**config.mk**
```make
export PLATFORM = sky130hd
export DESIGN_NAME = dcache_dm_wt
export DESIGN_NICKNAME = d
export VERILOG_FILES = /design/src/rtl/dcache_pkg.sv /design/src/rtl/dcache_line_store.sv /design/src/rtl/dcache_dm_wt.sv
export SDC_FILE = /design/constraint.sdc
export NUM_CORES = 1
export LEC_CHECK = 0
export CAP_MARGIN = 20
export CORE_MARGIN = 3
export CORE_UTILIZATION = 60
export DETAILED_ROUTE_END_ITERATION = 16
export PLACE_DENSITY = 0.78
export SYNTH_ARGS = -nofsm -noshare
export SYNTH_HDL_FRONTEND = slang
export SYNTH_SLANG_ARGS = --single-unit
```
**constraint.sdc**
```tcl
create_clock -name clk -period 6 [get_ports clk]
set_clock_uncertainty 0.2 [all_clocks]
set_input_delay 1.2 -clock clk [delete_from_list [all_inputs] [get_ports clk]]
set_output_delay 1.2 -clock clk [all_outputs]
set_load 0.01 [all_outputs]
```
**src/rtl/dcache_pkg.sv**
```systemverilog
// Shared types and address-split helpers for the direct-mapped write-through data cache.
package dcache_pkg;

  typedef enum logic [2:0] {
    IDLE,
    LOOKUP,
    RD_REQ,
    RD_WAIT,
    WR_REQ,
    WR_WAIT
  } state_t;

  function automatic int off_w(input int data_w);
    return $clog2(data_w / 8);
  endfunction

  function automatic int idx_w(input int lines);
    return $clog2(lines);
  endfunction

  function automatic int tag_w(input int addr_w, input int data_w, input int lines);
    return addr_w - off_w(data_w) - idx_w(lines);
  endfunction

endpackage

```
**src/rtl/dcache_line_store.sv**
```systemverilog
// Valid/tag/data arrays: combinational read by index, byte-merging write, one-cycle invalidate-all.
module dcache_line_store #(
  parameter int DATA_W = 32,
  parameter int LINES  = 16,
  parameter int IDX_W  = 4,
  parameter int TAG_W  = 26
) (
  input  logic                  clk,
  input  logic                  rst_n,
  input  logic                  clear_all,
  input  logic [IDX_W-1:0]      rd_idx,
  output logic                  rd_valid,
  output logic [TAG_W-1:0]      rd_tag,
  output logic [DATA_W-1:0]     rd_data,
  input  logic                  wr_en,
  input  logic [IDX_W-1:0]      wr_idx,
  input  logic [TAG_W-1:0]      wr_tag,
  input  logic [DATA_W-1:0]     wr_data,
  input  logic [DATA_W/8-1:0]   wr_be
);

  logic [LINES-1:0]  valid_q;
  logic [TAG_W-1:0]  tag_q  [LINES];
  logic [DATA_W-1:0] data_q [LINES];

  assign rd_valid = valid_q[rd_idx];
  assign rd_tag   = tag_q[rd_idx];
  assign rd_data  = data_q[rd_idx];

  always_ff @(posedge clk or negedge rst_n) begin
    if (!rst_n) begin
      valid_q <= '0;
    end else if (clear_all) begin
      valid_q <= '0;
    end else if (wr_en) begin
      valid_q[wr_idx] <= 1'b1;
    end
  end

  // Tag and data contents are meaningless until the valid bit is set, so they carry no reset.
  always_ff @(posedge clk) begin
    if (wr_en) begin
      tag_q[wr_idx] <= wr_tag;
      for (int b = 0; b < DATA_W / 8; b++) begin
        if (wr_be[b]) data_q[wr_idx][b*8 +: 8] <= wr_data[b*8 +: 8];
      end
    end
  end

endmodule

```
**src/rtl/dcache_dm_wt.sv**
```systemverilog
// Direct-mapped, write-through, no-write-allocate data cache with one-word lines.
// state   | meaning
// IDLE    | ready for a request; flush invalidates all lines
// LOOKUP  | tag compare on the latched request
// RD_REQ  | read miss: backing read presented, waiting for mem_req_ready
// RD_WAIT | waiting for read data; fills the line and responds
// WR_REQ  | store: backing write presented, waiting for mem_req_ready
// WR_WAIT | waiting for write ack; responds with store ack
module dcache_dm_wt
  import dcache_pkg::*;
#(
  parameter int ADDR_W = 32,
  parameter int DATA_W = 32,
  parameter int LINES  = 16,
  parameter int CNT_W  = 32
) (
  input  logic                 clk,
  input  logic                 rst_n,
  input  logic                 req_valid,
  output logic                 req_ready,
  input  logic                 req_we,
  input  logic [ADDR_W-1:0]    req_addr,
  input  logic [DATA_W-1:0]    req_wdata,
  input  logic [DATA_W/8-1:0]  req_be,
  output logic                 resp_valid,
  output logic [DATA_W-1:0]    resp_rdata,
  input  logic                 flush,
  output logic                 mem_req_valid,
  input  logic                 mem_req_ready,
  output logic                 mem_req_we,
  output logic [ADDR_W-1:0]    mem_req_addr,
  output logic [DATA_W-1:0]    mem_req_wdata,
  output logic [DATA_W/8-1:0]  mem_req_be,
  input  logic                 mem_resp_valid,
  input  logic [DATA_W-1:0]    mem_resp_rdata,
  output logic [CNT_W-1:0]     hit_cnt,
  output logic [CNT_W-1:0]     miss_cnt
);

  localparam int OFF_W = off_w(DATA_W);
  localparam int IDX_W = idx_w(LINES);
  localparam int TAG_W = tag_w(ADDR_W, DATA_W, LINES);
  localparam int BE_W  = DATA_W / 8;
  localparam logic [ADDR_W-1:0] ALIGN_MASK = ~((ADDR_W'(1) << OFF_W) - ADDR_W'(1));

  state_t              state;
  logic                we_q;
  logic [ADDR_W-1:0]   addr_q;
  logic [DATA_W-1:0]   wdata_q;
  logic [BE_W-1:0]     be_q;

  logic [IDX_W-1:0]    idx;
  logic [TAG_W-1:0]    tag;
  logic                line_valid;
  logic [TAG_W-1:0]    line_tag;
  logic [DATA_W-1:0]   line_data;
  logic                hit;
  logic                fill;
  logic                wr_en;
  logic [DATA_W-1:0]   wr_data;
  logic [BE_W-1:0]     wr_be;

  assign idx       = addr_q[OFF_W +: IDX_W];
  assign tag       = addr_q[ADDR_W-1 -: TAG_W];
  assign hit       = line_valid && (line_tag == tag);
  assign req_ready = (state == IDLE) && !flush;

  // One write port serves both the store-hit merge and the miss fill (all bytes).
  assign fill    = (state == RD_WAIT) && mem_resp_valid;
  assign wr_en   = fill || ((state == LOOKUP) && we_q && hit);
  assign wr_data = fill ? mem_resp_rdata : wdata_q;
  assign wr_be   = fill ? {BE_W{1'b1}} : be_q;

  dcache_line_store #(
    .DATA_W (DATA_W),
    .LINES  (LINES),
    .IDX_W  (IDX_W),
    .TAG_W  (TAG_W)
  ) u_line_store (
    .clk       (clk),
    .rst_n     (rst_n),
    .clear_all ((state == IDLE) && flush),
    .rd_idx    (idx),
    .rd_valid  (line_valid),
    .rd_tag    (line_tag),
    .rd_data   (line_data),
    .wr_en     (wr_en),
    .wr_idx    (idx),
    .wr_tag    (tag),
    .wr_data   (wr_data),
    .wr_be     (wr_be)
  );

  function automatic logic [CNT_W-1:0] sat_inc(input logic [CNT_W-1:0] v);
    return (v == {CNT_W{1'b1}}) ? v : v + CNT_W'(1);
  endfunction

  always_ff @(posedge clk or negedge rst_n) begin
    if (!rst_n) begin
      state         <= IDLE;
      we_q          <= 1'b0;
      addr_q        <= '0;
      wdata_q       <= '0;
      be_q          <= '0;
      resp_valid    <= 1'b0;
      resp_rdata    <= '0;
      mem_req_valid <= 1'b0;
      mem_req_we    <= 1'b0;
      mem_req_addr  <= '0;
      mem_req_wdata <= '0;
      mem_req_be    <= '0;
      hit_cnt       <= '0;
      miss_cnt      <= '0;
    end else begin
      resp_valid <= 1'b0;
      case (state)
        IDLE: begin
          if (req_valid && !flush) begin
            we_q    <= req_we;
            addr_q  <= req_addr;
            wdata_q <= req_wdata;
            be_q    <= req_be;
            state   <= LOOKUP;
          end
        end
        LOOKUP: begin
          if (hit) hit_cnt  <= sat_inc(hit_cnt);
          else     miss_cnt <= sat_inc(miss_cnt);
          if (!we_q && hit) begin
            resp_valid <= 1'b1;
            resp_rdata <= line_data;
            state      <= IDLE;
          end else begin
            // Stores always go through to memory; load misses fetch the word.
            mem_req_valid <= 1'b1;
            mem_req_we    <= we_q;
            mem_req_addr  <= addr_q & ALIGN_MASK;
            mem_req_wdata <= we_q ? wdata_q : '0;
            mem_req_be    <= we_q ? be_q : '0;
            state         <= we_q ? WR_REQ : RD_REQ;
          end
        end
        RD_REQ: begin
          if (mem_req_ready) begin
            mem_req_valid <= 1'b0;
            state         <= RD_WAIT;
          end
        end
        WR_REQ: begin
          if (mem_req_ready) begin
            mem_req_valid <= 1'b0;
            state         <= WR_WAIT;
          end
        end
        RD_WAIT: begin
          if (mem_resp_valid) begin
            resp_valid <= 1'b1;
            resp_rdata <= mem_resp_rdata;
            state      <= IDLE;
          end
        end
        WR_WAIT: begin
          if (mem_resp_valid) begin
            resp_valid <= 1'b1;
            resp_rdata <= '0;
            state      <= IDLE;
          end
        end
        default: state <= IDLE;
      endcase
    end
  end

endmodule

```
# Word-level counts from Yosys, hierarchy flattened

Memory sizes are Yosys's and may differ from the RTL's.
Cells that the tools add are included.

Bits in writable memories: 928
Bits in registers: 253
Memories kept: 2
Bits of input ports: 107

$add $sub $neg: 2
Mux-type cells: 41
Bitwise operators: 5
Reduce and logical (&&, ||, !) cells: 25
Equal/unequal tests: 17
Order comparisons: 2

Memories:

| name                | words | width | read ports | clocked after memory_dff | write ports | line                    | source |
|---|---|---|---|---|---|---|---|
| u_line_store.data_q | 16    | 32    | 1          | 0                        | 1           | dcache_line_store.sv:24 | `logic [DATA_W-1:0] data_q [LINES];` |
| u_line_store.tag_q  | 16    | 26    | 1          | 0                        | 1           | dcache_line_store.sv:23 | `logic [TAG_W-1:0] tag_q [LINES];` |

Operators by type and width:

| cell                                                       | number |
|---|---|
| two-way mux 32 bit                                         | 5 |
| case mux 32 bit (3 select lines)                           | 1 |
| adder 32 x 1 -> 32 bit, second input constant              | 2 |
| == test 32 bit, second input constant                      | 2 |
| two-way mux 16 bit                                         | 2 |
| == test 26 bit                                             | 1 |
| two-way mux 1 bit                                          | 20 |
| two-way mux 3 bit                                          | 6 |
| OR 16 bit                                                  | 1 |
| case mux 3 bit (5 select lines)                            | 1 |
| inequality test 2 bit, second input constant               | 5 |
| logical AND 1 bit                                          | 9 |
| AND reduction 3 bit                                        | 3 |
| two-way mux 4 bit                                          | 2 |
| inequality test 2 x 1 -> 1 bit, second input constant      | 4 |
| AND reduction 4 bit                                        | 2 |
| == test 3 x 2 -> 1 bit, second input constant              | 2 |
| == test 3 bit, second input constant                       | 2 |
| less-than comparator 4 x 5 -> 1 bit, second input constant | 1 |
| binary-select mux 1 bit (select 4 bit)                     | 1 |
| demux 1 bit (select 4 bit)                                 | 1 |
| >= comparator 4 x 1 -> 1 bit, second input constant        | 1 |
| NOT 1 bit                                                  | 4 |
| case mux 1 bit (2 select lines)                            | 2 |
| 8 further kinds                                            | 12 |

# Longest topological paths before layout

Depth in word-level cells: 7
Mapped depth: 17
Mapped depth without buffers: 9

# Cells and area by module

Synthesis repeated with hierarchy kept, for this count alone.

Cells, all modules: 2,366
Area, all modules: 46,301.9 um2

By module, submodules not included:

| module            | times used | area each (um2) | cells an instance | seq. area each (um2) |
|---|---|---|---|---|
| dcache_line_store | 1          | 35,774.3        | 1,548             | 28,267.1 |
| dcache_dm_wt      | 1          | 10,527.6        | 818               | 5,880.6 |

# Least setup slack after synthesis

No wires, ideal clock.

Path type: register to register
From: reg addr_q[5]
To: mem u_line_store.tag_q[12][0], enable pin
Library setup time: 409 ps
Path buffers: 6
Data required time: 5,391 ps
Slack: 1,442 ps
Arrival: 3,949 ps
Stages on the path, launching flop included: 15
Path through: dfrtp_1 buf_6 buf_6 buf_6 buf_6 mux4_2 mux4_2 xnor2_1 nand2_1 nor4_1 and3_1 buf_4 a21oi_2 clkbuf_1 nor2_1

Longest elaborated chain between the ends: 7
Elaborated cells between the ends (all ways): 9
Those cells by class: eq/ne: 1; mux: 4; reduce/logical: 3; memory: 1

Ends and longest elaborated chain:

| item                                                                                  | line                                        | source |
|---|---|---|
| from (decl)                                                                           | dcache_dm_wt.sv:48                          | `logic [ADDR_W-1:0] addr_q;` |
| from (signal assigned)                                                                | dcache_dm_wt.sv:120                         | `addr_q <= req_addr;` |
| memory (16 x 26 bit) / binary-select mux 1 bit (select 4 bit) (equally long branches) | --                                          |  |
| == test 26 bit / two-way mux 1 bit (equally long branches)                            | dcache_dm_wt.sv:65, dcache_line_store.sv:26 |  |
| logical AND 1 bit                                                                     | dcache_dm_wt.sv:65                          | `assign hit = line_valid && (line_tag == tag);` |
| logical AND 1 bit                                                                     | dcache_dm_wt.sv:70                          | `assign wr_en = fill \|\| ((state == LOOKUP) && we_q && hit);` |
| logical OR 1 bit                                                                      | dcache_dm_wt.sv:70                          |  |
| two-way mux 1 bit                                                                     | dcache_line_store.sv:42                     | `if (wr_en) begin` |
| two-way mux 1 bit (implied by the code)                                               | dcache_line_store.sv:43                     | `tag_q[wr_idx] <= wr_tag;` |
| to (decl)                                                                             | dcache_line_store.sv:23                     |  |

Parallel ways exist; a longest one is shown, timed or not. The select of a mux whose other input is x is not followed.

# Final worst setup path

From: reg addr_q[3]
To: mem u_line_store.data_q[6][20], enable pin

Longest elaborated chain between the ends: 7
Elaborated cells between the ends (all ways): 9
Those cells by class: eq/ne: 1; mux: 4; reduce/logical: 3; memory: 1

Ends and longest elaborated chain:

| item                                                                                  | line                                        | source |
|---|---|---|
| memory (16 x 26 bit) / binary-select mux 1 bit (select 4 bit) (equally long branches) | --                                          |  |
| == test 26 bit / two-way mux 1 bit (equally long branches)                            | dcache_dm_wt.sv:65, dcache_line_store.sv:26 |  |
| logical AND 1 bit                                                                     | dcache_dm_wt.sv:65                          |  |
| logical AND 1 bit                                                                     | dcache_dm_wt.sv:70                          |  |
| logical OR 1 bit                                                                      | dcache_dm_wt.sv:70                          |  |
| two-way mux 1 bit                                                                     | dcache_line_store.sv:42                     |  |
| two-way mux 1 bit (implied by the code)                                               | dcache_line_store.sv:45                     | `if (wr_be[b]) data_q[wr_idx][b*8 +: 8] <= wr_data[b*8 +: 8];` |
| to (decl)                                                                             | dcache_line_store.sv:24                     |  |

Parallel ways exist; a longest one is shown, timed or not. The select of a mux whose other input is x is not followed.

==> metrics <==
maxcap violations=0; post-route cell area=55600 um^2; clock slew at reported path FFs=60 ps; first-pass GRT wire length=171000 um; Area Overhead vs Synth=16.6%; post-layout net count=3125; Post-Synth XOR/XNOR Area=0.0195; Synthesis Warnings=0; IO Count=275; DRT Pass-1 Iters=6; total vias in the final route=25957; Worst Path Max Fanout=49; total global-route track usage=0.278; Mapped Avg Cell Area=17.9 um^2; largest cells by area after synthesis=edfxtp_1 (58%), dfrtp_1 (13%), mux4_2 (11%); CTS max path bufs=3; NetSw=0.00836 W; Comb pwr share=0.301; die width=288 um; arrival time worst endpoint=5590 ps; Routed WL per cell=27.4 um; Compound-Gate Fraction of Synth Area=0.0237; DRC viols=0; leakage=19.5 nW; DP Area=51800 um^2; share of the synthesized area in the top cell type=0.584; DRT iter0 DRCs=2762; Critical R2R Capture=u_line_store.data_q[6][20]; min Tclk post-route=5500 ps; Core ar.=78100 um^2; HPWL Detailed=69200 um; combinational family with the most area after synthesis=multiplexers; Seq cells post-synth=1179; Vias/cell=6.25; commonest non-fill, non-tap cell in the layout=edfxtp_1; # rows=102; CTS tree=built; HP Class=in2async; Rel. slew slack=0.265; initial core utilization=0.611; hold_buf cts=0; worst slew pin tran=1100 ps; Fillers=4681; Setup crit end kind=flip-flop; initial antenna violation count=3; H-tree level count=3; Mapped Area=47700 um^2; endpoints failing hold=0; TritonCTS buffer count=116; final RePlAce weighted congestion=0.822; register area=34200 um^2; vias in the first global route=27108; mux contribution to synthesized area=0.165; clock power share=0.263; design internal power=0.0183 W; Pins Over Slew Limit=0; post-CTS sizing=0; startpoint types=flip-flop; Peak VDD IR=365 uV; PortBufs=270; Post-synth EDFFs=928; Die Ht=288 um; die area=82900 um^2; clk sinks=1179; cell taking the most area after synthesis=edfxtp_1; Critical Path RT=6100 ps; grt ovf=0; R2R Setup Slk=500 ps; clk_lat worst skew=690 ps; status=finished, final reports clean; sequential fraction of design power=0.436; Routed Antenna Nets=0; simple-gate share of the synthesized area=0.0535; drt total wl=114000 um; Setup CP Type=reg2reg; register area share after synthesis=0.716; Multi-input gate area=12600 um^2; fmax=0.182 GHz; reg-to-reg startpoint=addr_q[3]; Switching Share=0.314; cells after synthesis=2663; final worst path period share=0.916; Register-to-Register Path Depth=10; adder-cell share of the synthesized area=0.000525; Async S/R FF share, synth=0.213; Pwr Density=479 nW/um^2; largest net degree at the start of global routing=136; setup TNS=0 ps; clock root cell=clkbuf_16; layout cells sized above 1=0.226; postcts setup bufs=0; Post-synth top flop=edfxtp_1; RSZ-0062 raised after global routing=no; final count of negative-setup-slack endpoints=0; most frequent cells in the layout=edfxtp_1 (928), clkdlybuf4s50_1 (269), nand2_1 (251); Distinct cells, synth=72
## routing by layer
metal	global-route usage	part of all wire
met5	0	0
met4	0.0947	0.030
met3	0.0468	0.076
met2	0.464	0.51
met1	0.376	0.38
## synth_stat cells (11+ instances only)
| cell type | number |
|---|---|
| edfxtp_1 | 928 |
| nand2_1 | 253 |
| dfrtp_1 | 251 |
| mux4_2 | 226 |
| nor2_1 | 110 |
| mux2_2 | 94 |
| mux2i_1 | 92 |
| o21ai_0 | 80 |
| clkbuf_1 | 67 |
| xnor2_1 | 66 |
| mux2_4 | 49 |
| nand3_1 | 45 |
| inv_1 | 44 |
| xor2_1 | 40 |
| and3_1 | 27 |
| buf_2 | 26 |
| nand4_1 | 26 |
| buf_4 | 18 |
| nor3_1 | 18 |
| a22oi_1 | 16 |
| buf_6 | 16 |
| nor2b_1 | 13 |
| a22o_1 | 12 |
| buf_1 | 11 |
## per-stage QoR
step                      setup slack, ps  utilization  power (W)  hold WS (ps)  std cells
after floorplan                      1440            -     0.0168           243       2664
after global placement                722        0.664     0.0193           257       3934
after detailed placement              598        0.664     0.0197           271       3934
after CTS                             524        0.711     0.0267           261       4146
after global routing                  170        0.712     0.0277           296       4152
final                                 505        0.712     0.0266           269       4152
## how the worst max path moves through the flow
stage | cells past startpoint | startpoint | slack (ps) | end
3_5_place_dp | 11 | addr_q[3] | 600 | u_line_store.data_q[13][19]
4_1_cts | 11 | addr_q[3] | 520 | u_line_store.data_q[12][16]
3_3_place_gp | 11 | addr_q[3] | 720 | u_line_store.data_q[7][22]
2_1_floorplan | 14 | addr_q[5] | 1440 | u_line_store.tag_q[12][0]
6_report | 10 | addr_q[3] | 500 | u_line_store.data_q[6][20]
5_1_grt | 11 | addr_q[3] | 170 | u_line_store.data_q[6][16]
## power groups by stage
stage	sequential [W]	clock (W)	combinational [W]
after floorplan	0.0114	0	0.00538
after global placement	0.0118	0	0.00756
after detailed placement	0.0119	0	0.00782
after CTS	0.0117	0.00709	0.00792
after global routing	0.0118	0.00741	0.00854
final	0.0116	0.00701	0.00801
## flip-flops by register name, summed over array words and instances (netlist names), 30 cells and up
name                 count
addr_q                  30
miss_cnt                32
mem_req_addr            30
u_line_store.tag_q     416
hit_cnt                 32
mem_req_wdata           32
wdata_q                 32
resp_rdata              32
u_line_store.data_q    512
## worst max-delay path, stage by stage (launching register included)
cell,delay (ps)
dfrtp_4,990
buf_4,370
buf_4,250
mux4_2,510
mux2i_1,170
xor2_1,190
a31oi_1,200
nor4_1,390
and3_1,430
a31oi_2,390
nor2_1,960
## area by class of cell
class                   instances  area share
flip-flops and latches       1179       0.614
multi-input cells            1294       0.227
repair buffers                379      0.0661
clock buffers                 155      0.0563
well taps                    1040      0.0234
clock inverters                57     0.00976
inverters                      46     0.00310
diodes                          2   0.0000900
## kinds of logic after synthesis
family	Yosys count
other cells	1
mux	467
buf+inv	191
xor+xnor	106
compound gates	171
flops	1179
simple gates	546
fa+ha+maj	2
(Power assumes the default switching activity.)
==> patch (config.mk and constraints unchanged) <==
The parameter `CNT_W` goes from 32 to 64.
--- a/src/rtl/dcache_dm_wt.sv
+++ b/src/rtl/dcache_dm_wt.sv
@@ -12,7 +12,7 @@
   parameter int ADDR_W = 32,
   parameter int DATA_W = 32,
   parameter int LINES  = 16,
-  parameter int CNT_W  = 32
+  parameter int CNT_W  = 64
 ) (
   input  logic                 clk,
   input  logic                 rst_n,
Interface: changed (resized hit_cnt and miss_cnt); port bits go from 275 to 339. No check against the original RTL was run, so the function may have changed too.
==> patch against the unedited design <==
  * Clock power is 11% higher
  * Area after synthesis increased by 4.6%
  * Cell area is 7.1% higher
  * Die area increased by 4.5%
  * Synthesized cell count up 4.1%
  * Sequential cell count rose by 64
  * Routed wire length up 6.9%
  * Worst setup slack got worse by 0.039 ns
  * Power is 4.4% higher
  * Maximum frequency is 0.71% lower
  * Non-clock buffer count up 93
  * Utilization is 1.2 points higher
==> patch: results (changes against the unedited design) <==
- The number of vias after detailed routing is 28070 (was 25960).
- The path type of the worst min-delay path was in2async (unchanged).
- Largest registers ranked by flip-flop count: u_line_store.data_q: 512 flops, u_line_store.tag_q: 416 flops (unchanged).
- The number of post-CTS setup repair buffers is 0 (unchanged).
- The fraction of layout instances using a drive strength above 1 is 0.2260 (was 0.2257).
- The first-pass GRT wire length is 182800 microns (was 170800 microns).
- The number of enable-type register cells in the synthesized netlist is 928 (unchanged).
- The clock latency on the worst-skew pair is 0.69 ns (about the same).
- The routability congestion estimate from global placement is 0.8309 (was 0.8217).
- The clock transition at the register clock pins on the worst setup and hold paths after CTS is 0.06 ns (about the same).
- The number of antenna violations at the first check in global routing is 1 (was 3).
- The placement-stage worst setup slack was 0.5613 ns (was 0.5985 ns).
- Top area cells in the synthesized netlist: edfxtp_1 (56%), dfrtp_1 (16%), mux4_2 (10%) (was edfxtp_1 (58%), dfrtp_1 (13%), mux4_2 (11%)).
- The count of buffers inserted at the top-level ports is 334 (was 270).
- The maximum number of pins on one net before global-route repair is 117 (was 136).
- The cell at the root of the clock tree is clkbuf_16 (unchanged).
- The synthesis warning total was 0 (unchanged).
- The global-route track usage on met2 came to 0.4722 (was 0.4637).
- The HPWL reported at the end of detailed placement is 73100 microns (was 69200 microns).
- The net switching component of the power is 8.535 mW (was 8.356 mW).
- The number of detailed-route iterations in the first pass is 5 (was 6).
- The endpoint arrival time on the critical path is 5.92 ns (was 5.59 ns).
- The number of library cell types mapped by synthesis was 63 (was 72).
- The worst stage delay on the critical path was 0.96 ns (was 0.99 ns).
- The share of the yosys chip area belonging to registers is 0.7166 (was 0.7158).
- The static leakage is 21.58 nW (was 19.47 nW).
- The worst voltage drop across the vdd grid is 0.0004973 V (was 0.0003649 V).
- The largest fanout on the critical path is 52 (was 49).
- The number of global-route vias before repair is 29080 (was 27110).
- The slowest library cell on the worst path is dfrtp_4 (unchanged).
- The antenna diode instance count was 0 (was 2).
- The total global-route track usage came to 0.2816 (was 0.2776).
- The number of CTS-inserted buffers is 121 (was 116).
- The level count of the clock H-tree is 3 (unchanged).
- The met3 usage in global routing is 0.05011 (was 0.04679).
- The average wire per cell in the routed design is 27.62 microns (was 27.37 microns).
- The global-route track usage on met1 is 0.3796 (was 0.3764).
- The count of routing violations after the opening detailed-route iteration is 2957 (was 2762).
- List of most frequent post-synthesis cells: edfxtp_1 (928), dfrtp_1 (315), mux4_2 (230), mux2_2 (142), nor2_1 (128) (was edfxtp_1 (928), nand2_1 (253), dfrtp_1 (251), mux4_2 (226), nor2_1 (110)).
- The final layout net count is 3327 (was 3125).
- The async set or reset register ratio after synthesis is 0.2534 (was 0.2129).
- Outcome: finished, final reports clean (unchanged).
- The slew at the pin closest to its max-slew limit is 1.074 ns (was 1.099 ns).
## patch: cell types whose count changed after synthesis, sizes merged, moves of 9 or more
cell / before / now
nand2: 253 / 114
xor2: 40 / 120
nor2: 111 / 129
nand3: 45 / 61
a32o: 0 / 32
clkbuf: 67 / 76
dfrtp: 251 / 315
xnor2: 66 / 41
a22o: 12 / 43
nor4: 10 / 46
a31oi: 10 / 1
nor3: 28 / 48
o21ai: 84 / 42
## patch: stage by stage
stage,std cells,area [sq um]
2_1_floorplan,2774,49890
3_3_place_gp,4160,55330
3_5_place_dp,4161,55330
4_1_cts,4393,59470
5_1_grt,4397,59560
6_report,4397,59560
## patch: cell families (layout without fill, tap and decap cells)
kind of cell	after synthesis	count (layout)	synth area share
flops	1243	1243	0.7166
simple gates	497	497	0.05069
mux	468	468	0.1552
buf+inv	201	754	0.01776
compound gates	200	200	0.03093
xor+xnor	161	161	0.02827
fa+ha+maj	2	2	0.0005016
other cells	1	2	0.00007517
## patch: power by group through the flow
| stage | Sequential [mW] | Clock (mW) | Combinational [mW] |
|---|---|---|---|
| 6_report | 12.1 | 7.75 | 7.94 |
| 5_1_grt | 12.3 | 8.18 | 8.46 |
| 4_1_cts | 12.1 | 7.83 | 7.96 |
| 3_5_place_dp | 12.3 | 0 | 7.87 |
| 3_3_place_gp | 12.2 | 0 | 7.62 |
| 2_1_floorplan | 11.9 | 0 | 5.20 |
## patch: worst paths after layout
kind	start	end	slack, ns	cells past startpoint
setup reg to reg	addr_q[3]	hit_cnt[9]	0.47	12
hold reg to reg	u_line_store.valid_q[7]	u_line_store.valid_q[7]	0.28	1
max in group asynchronous	rst_n	resp_rdata[14]	4.23	2
setup / recovery	addr_q[3]	hit_cnt[9]	0.47	12
hold / removal	rst_n	miss_cnt[15]	0.25	1
min in group clk	u_line_store.valid_q[7]	u_line_store.valid_q[7]	0.28	1
## patch: metal layers
metal,up-vias,routed length [microns]
met1,14650,46500
met3,242,9572
li1,11790,-
met5,-,11
met4,2,3676
met2,1388,61700
## patch: final cells by class
type	instances	area [sq um]
Clock buffer	183	3587
Fill cell	4777	22680
Tap cell	1070	1339
Clock inverter	49	546.8
Inverter	50	187.7
Sequential cell	1243	35760
Timing Repair Buffer	472	4715
Multi-Input combinational cell	1330	13420
## patch: worst max-delay path: cells and delay by family, from the launching register on
kind / cells / cell delay [ns]
mux: 1 / 0.14
buf+inv: 2 / 0.70
simple gates: 4 / 1.81
compound gates: 4 / 1.28
flops: 1 / 0.96
xor+xnor: 1 / 0.21
